==> config.mk <==
export PLATFORM = sky130hd
export DESIGN_NAME = core_run_monitor
export DESIGN_NICKNAME = d
export VERILOG_FILES = /design/src/rtl/core_run_monitor.sv
export SDC_FILE = /design/constraint.sdc
export NUM_CORES = 1
export LEC_CHECK = 0
export ABC_AREA = 1
export BUFFER_PORTS_ARGS = -buffer_cell sky130_fd_sc_hd__buf_4
export CAP_MARGIN = 20
export CORE_UTILIZATION = 50
export CTS_BUF_LIST = sky130_fd_sc_hd__clkbuf_16
export CTS_CLUSTER_SIZE = 30
export DETAILED_ROUTE_END_ITERATION = 12
export GPL_ROUTABILITY_DRIVEN = 0
export GPL_TIMING_DRIVEN = 0
export PLACE_DENSITY = 0.81
export SKIP_CTS_REPAIR_TIMING = 1
export SLEW_MARGIN = 10
export SYNTH_ARGS = -nofsm -noshare
export SYNTH_HDL_FRONTEND = slang
export SYNTH_SLANG_ARGS = --single-unit
==> constraint.sdc <==
create_clock -name i_clk -period 3.1 [get_ports i_clk]
set_input_delay 0.155 -clock i_clk [delete_from_list [all_inputs] [get_ports i_clk]]
set_output_delay 0.155 -clock i_clk [all_outputs]
set_load 0.02 [all_outputs]
==> src/rtl/core_run_monitor.sv <==
// Run-control monitor: counts RUN cycles and retirements, keeps a circular trace of
// recently retired PCs, and ends the run on a same-PC halt loop or a cycle timeout.
module core_run_monitor #(
   parameter int PC_W     = 32,
   parameter int DEPTH    = 16,
   parameter int TIMEOUT  = 1000,
   parameter int HALT_CNT = 4,
   parameter int CNT_W    = 32
) (
   input  logic                     i_clk,
   input  logic                     i_rst_n,
   input  logic                     i_en,
   input  logic [PC_W-1:0]          i_pc_debug,
   input  logic                     i_insn_vld,
   input  logic [$clog2(DEPTH)-1:0] i_trace_idx,
   output logic [PC_W-1:0]          o_trace_pc,
   output logic                     o_trace_vld,
   output logic [1:0]               o_state,
   output logic                     o_done,
   output logic [CNT_W-1:0]         o_insn_cnt,
   output logic [CNT_W-1:0]         o_cycle_cnt
);
   localparam int IDX_W  = $clog2(DEPTH);
   localparam int FILL_W = IDX_W + 1;
   localparam int SAME_W = $clog2(HALT_CNT + 1);

   typedef enum logic [1:0] {
      S_IDLE = 2'd0,
      S_RUN  = 2'd1,
      S_HALT = 2'd2,
      S_TMO  = 2'd3
   } state_t;

   state_t            state;
   state_t            state_nxt;
   logic [CNT_W-1:0]  cycle_cnt;
   logic [CNT_W-1:0]  insn_cnt;
   logic [IDX_W-1:0]  wptr;
   logic [FILL_W-1:0] fill;
   logic [SAME_W-1:0] same_cnt;
   logic              last_vld;
   logic [PC_W-1:0]   last_pc;
   logic [PC_W-1:0]   trace_mem [DEPTH];

   logic              run_step;
   logic              retire;
   logic              arm;
   logic              halt_hit;
   logic              tmo_hit;
   logic [CNT_W-1:0]  cycle_nxt;
   logic [SAME_W-1:0] same_nxt;
   logic [IDX_W-1:0]  rd_ptr;

   // The same-PC count only has to reach HALT_CNT, so it saturates there.
   function automatic logic [SAME_W-1:0] sat_inc_same(input logic [SAME_W-1:0] v);
      return (v == SAME_W'(HALT_CNT)) ? v : v + SAME_W'(1);
   endfunction

   always_comb begin
      run_step  = (state == S_RUN) && i_en;
      retire    = run_step && i_insn_vld;
      arm       = (state == S_IDLE) && i_en;
      cycle_nxt = cycle_cnt + CNT_W'(1);
      same_nxt  = (last_vld && (i_pc_debug == last_pc)) ? sat_inc_same(same_cnt) : SAME_W'(1);
      halt_hit  = retire && (same_nxt == SAME_W'(HALT_CNT));
      tmo_hit   = run_step && (cycle_nxt == CNT_W'(TIMEOUT));
   end

   always_ff @(posedge i_clk) begin
      if (!i_rst_n) state <= S_IDLE;
      else          state <= state_nxt;
   end

   // Dropping i_en wins over everything; halt wins over a same-cycle timeout.
   always_comb begin
      state_nxt = state;
      case (state)
         S_IDLE:  if (i_en) state_nxt = S_RUN;
         S_RUN: begin
            if (!i_en)        state_nxt = S_IDLE;
            else if (halt_hit) state_nxt = S_HALT;
            else if (tmo_hit)  state_nxt = S_TMO;
         end
         default: if (!i_en) state_nxt = S_IDLE;
      endcase
   end

   always_comb begin
      o_state     = state;
      o_done      = (state == S_HALT) || (state == S_TMO);
      o_insn_cnt  = insn_cnt;
      o_cycle_cnt = cycle_cnt;
   end

   always_ff @(posedge i_clk) begin
      if (!i_rst_n) begin
         cycle_cnt <= '0;
         insn_cnt  <= '0;
         wptr      <= '0;
         fill      <= '0;
         same_cnt  <= '0;
         last_vld  <= 1'b0;
      end else if (arm) begin
         cycle_cnt <= '0;
         insn_cnt  <= '0;
         wptr      <= '0;
         fill      <= '0;
         same_cnt  <= '0;
         last_vld  <= 1'b0;
      end else if (run_step) begin
         cycle_cnt <= cycle_nxt;
         if (i_insn_vld) begin
            insn_cnt <= insn_cnt + CNT_W'(1);
            wptr     <= wptr + IDX_W'(1);
            if (fill != FILL_W'(DEPTH)) fill <= fill + FILL_W'(1);
            same_cnt <= same_nxt;
            last_vld <= 1'b1;
         end
      end
   end

   always_ff @(posedge i_clk) begin
      if (retire) begin
         trace_mem[wptr] <= i_pc_debug;
         last_pc         <= i_pc_debug;
      end
   end

   // Unfilled entries are never written since reset, so the read is gated to 0.
   always_comb begin
      rd_ptr      = wptr - IDX_W'(1) - i_trace_idx;
      o_trace_vld = ({1'b0, i_trace_idx} < fill);
      o_trace_pc  = o_trace_vld ? trace_mem[rd_ptr] : '0;
   end
endmodule

==> metrics.csv <==
stage,metric,value,unit
sta,maxSlewHeadroom,46.7,%
global_route,grt_remaining_overflow,0,
die,coreArea,0.0518,sq mm
setup_path,timing.rr.start,o_state[0],
detailed_routing,drc,0,
global_route,antenna_found_initial,0,
final_layout,utilization,61.4,%
global_route,grt_max_degree,42,
setup_path,cp_slowest_cell,fa_2,
synth,synth_top_family_by_area,simple AND/OR/NAND/NOR gates,
final_layout,area_growth,20.4,%
sta,setup_slack,-219,ps
final_layout,final_layout_size_suffix_gt1_share,15.7,%
detailed_routing,vias,20300,
setup_path,cp.required,2940,ps
sta,setup-tns-final,-3460,ps
synth,post-synth-top-count-cell,edfxtp_1,
synth,async_flop_share,0,%
synth,synth_cells,2457,
final_layout,fin_nets,2777,
clocking,insertion_delay,640,ps
final_layout,fill_cells,3777,
synth,synth_simple_gate_area_share,14.3,%
final_layout,n_antenna_cell,0,
synth,netlist_area,0.0264,sq mm
power_and_ir_drop,peakVddDrop,491,uV
synth,yosysTopAreaCellShare,61.8,%
synth,synth_top_cell_by_area,edfxtp_1,
die,placementRows,83,
run,maxCapViolCount,0,
placed_design,dp.cells,3293,
synth,ys_ff_latch,623,
clocking,clock-sinks,623,
global_route,grt_pass1_wl,110000,um
die,die_w,232,um
setup_path,critical_path_class,register to primary output,
synth,synth.net_count,2514,
final_layout,final_cell_area,0.0318,sq mm
outcome,violations,setup timing,
global_route,track_usage,27.1,%
detailed_routing,ant_nets,0,
global_route,grt_pass1_vias,19900,
die,design.die.area,0.0538,sq mm
synth,yosys-top-cells-count,"544 x edfxtp_1, 470 x nor2_1, 412 x o21ai_0",
detailed_routing,drt_iter0_markers,2629,
setup_path,r2r_end,trace_mem[13][24],
clocking,cts_max_path_buffers,3,
power_and_ir_drop,leakagePower,11.6,nW
detailed_routing,via_per_inst,5.87,
sta,rsz0062_at_grt,true,
sta,clock-skew-final,13.2,ps
sta,setup_viol,32,
power_and_ir_drop,p_per_area,601,mW/mm^2
synth,syn_area_per_cell,10.8,sq um
synth,yosys.area_share.adder,0.833,%
detailed_routing,drt-pass1-iter-count,6,
placed_design,portBuffers,139,
synth,synth_area_leaders,"edfxtp_1 62%, o21ai_0 7.8%, nor2_1 6.7%, dfxtp_1 6.0%, nand2_1 4.8%",
setup_path,r2r_cells,7,
setup_path,worstPathArrival,3160,ps
synth,synth_edf_count,544,
setup_path,rrSetupSlack,160,ps
final_layout,finalNonFillerCells,3451,
clocking,cts_buffers,59,
synth,synth.area.mux_share,0,%
die,die_h,232,um
clocking,cts_tree,done,
setup_path,cp-start-kind,register,
setup_path,crit_path_max_incr_delay,620,ps
die,initial_core_util,51.0,%
sta,hold_violations,0,
synth,synth_flop_cell,edfxtp_1,
die,io_pins,140,
setup_path,cp-end-kind,primary output,
clocking,clkTransAtPathRegs,70,ps
synth,ys_seq_area_share,67.8,%
clocking,cts-root-buf,clkbuf_16,
min_path,hold_depth,4,
synth,synth_compound_area_share,12.1,%
min_path,min_to,o_insn_cnt[3],
min_path,hp-start,i_insn_vld,
placed_design,hpwl,48600,um
setup_path,crit_chain,"ha_4, fa_2, buf_12, buf_6, o21ai_0, o221ai_1, o21ai_1, nand2_1, nand2_1, nor2_2, buf_6",
min_path,hp-class,input pin to register,
clocking,htree_levels,2,
detailed_routing,routed_wl,74700,um
placed_design,dpl_worst_slack,-470,ps
placed_design,placed_area,0.0289,sq mm
detailed_routing,routedWlPerCell,21.6,um
sta,fin_crit,3320,ps
outcome,status,"finished, violations left",
synth,synth-xor-area-share,0.762,%
sta,fmax,301,MHz
sta,worstMarginPinSlew,800,ps
synth,ys_types,46,
setup_path,path_max_fanout,10,
sta,fin_crit_sh,107,%
synth,ys_warn_count,0,
sta,drv_slew,0,
[layout by cell type, fill, tap and decap left out, types with 11 or more instances in the layout]
master	netlist	final
nand3_1	44	44
clkbuf_2	0	52
nor3_1	13	13
dlygate4sd3_1	0	35
o21ai_0	412	368
edfxtp_1	544	544
clkbuf_4	0	11
clkinv_1	3	11
nor2_4	3	20
clkinv_2	0	17
nor2_2	9	15
nand2_1	339	339
nor2_1	470	447
clkbuf_16	0	60
dfxtp_1	79	76
buf_12	0	13
o21ai_1	9	53
buf_4	0	149
xor2_1	14	13
clkbuf_1	119	25
ha_1	16	14
inv_1	170	176
buf_6	0	18
o221ai_1	63	60
a21oi_1	66	66
[critical path: cells and delay by family, from the launching register on]
family,cells,cell delay (ps)
adders and majority gates,2,780
AOI/OAI and AO/OA,3,530
buffers and inverters,3,480
DFF,1,360
and+or+nand+nor,3,370
[sequential cells by signal (all words and copies together), names as in the netlist]
register,flops
fill,5
o_insn_cnt,32
o_state,2
last_vld,1
same_cnt,3
trace_mem,512
o_cycle_cnt,32
wptr,4
last_pc,32
[worst max path at each step]
stage / startpoint / endpoint / slack (ps) / cells after the start
detailed placement: wptr[0] / o_trace_pc[20] / -470 / 12
floorplan: o_state[0] / trace_mem[0][0] / -370 / 6
global route: wptr[0] / o_trace_pc[1] / -290 / 11
global placement: o_state[0] / trace_mem[8][16] / -2010 / 6
CTS: wptr[0] / o_trace_pc[29] / -1190 / 12
finish: wptr[0] / o_trace_pc[28] / -220 / 11
[cells by family after synthesis]
family          count (synthesis)
compound gates                576
xor+xnor                       23
fa+ha+maj                      17
buf+inv                       301
flops                         623
simple gates                  917
[metrics by stage]
step                hold slack (ps)  total power, mW
floorplan                       254             10.6
global placement                401             11.4
detailed placement              416             11.5
CTS                            -245             18.8
global route                   12.8             19.6
finish                         2.44             19.1
[routing by layer]
metal / track usage (%) / share of wire, % / routed length [um]
met5: 0 / 0 / 0
met4: 15.2 / 4.3 / 3220
met3: 5.08 / 10 / 7820
met2: 45.2 / 49 / 36600
met1: 33.0 / 36 / 27000
[report_power, final]
| group | switching, mW | leakage [nW] | total, mW | internal [mW] |
|---|---|---|---|---|
| logic | 1.57 | 5.02 | 2.31 | 0.738 |
| registers | 0.0799 | 5.53 | 9.27 | 9.19 |
| clock network | 3.19 | 1.02 | 7.54 | 4.35 |
| total | 4.84 | 11.6 | 19.1 | 14.3 |
[cell type report]
| cell class | count | area (sq um) | share of cell area [%] |
|---|---|---|---|
| clock buffer | 60 | 1500 | 4.72 |
| clock inverter | 52 | 517 | 1.62 |
| inverter | 178 | 674 | 2.12 |
| sequential | 623 | 17900 | 56.3 |
| multi-input combinational | 1533 | 7620 | 23.9 |
| timing repair buffer | 203 | 1970 | 6.20 |
| buffer | 122 | 769 | 2.42 |
| tap | 680 | 851 | 2.67 |
Note: power is estimated with default switching activity, not from simulation.
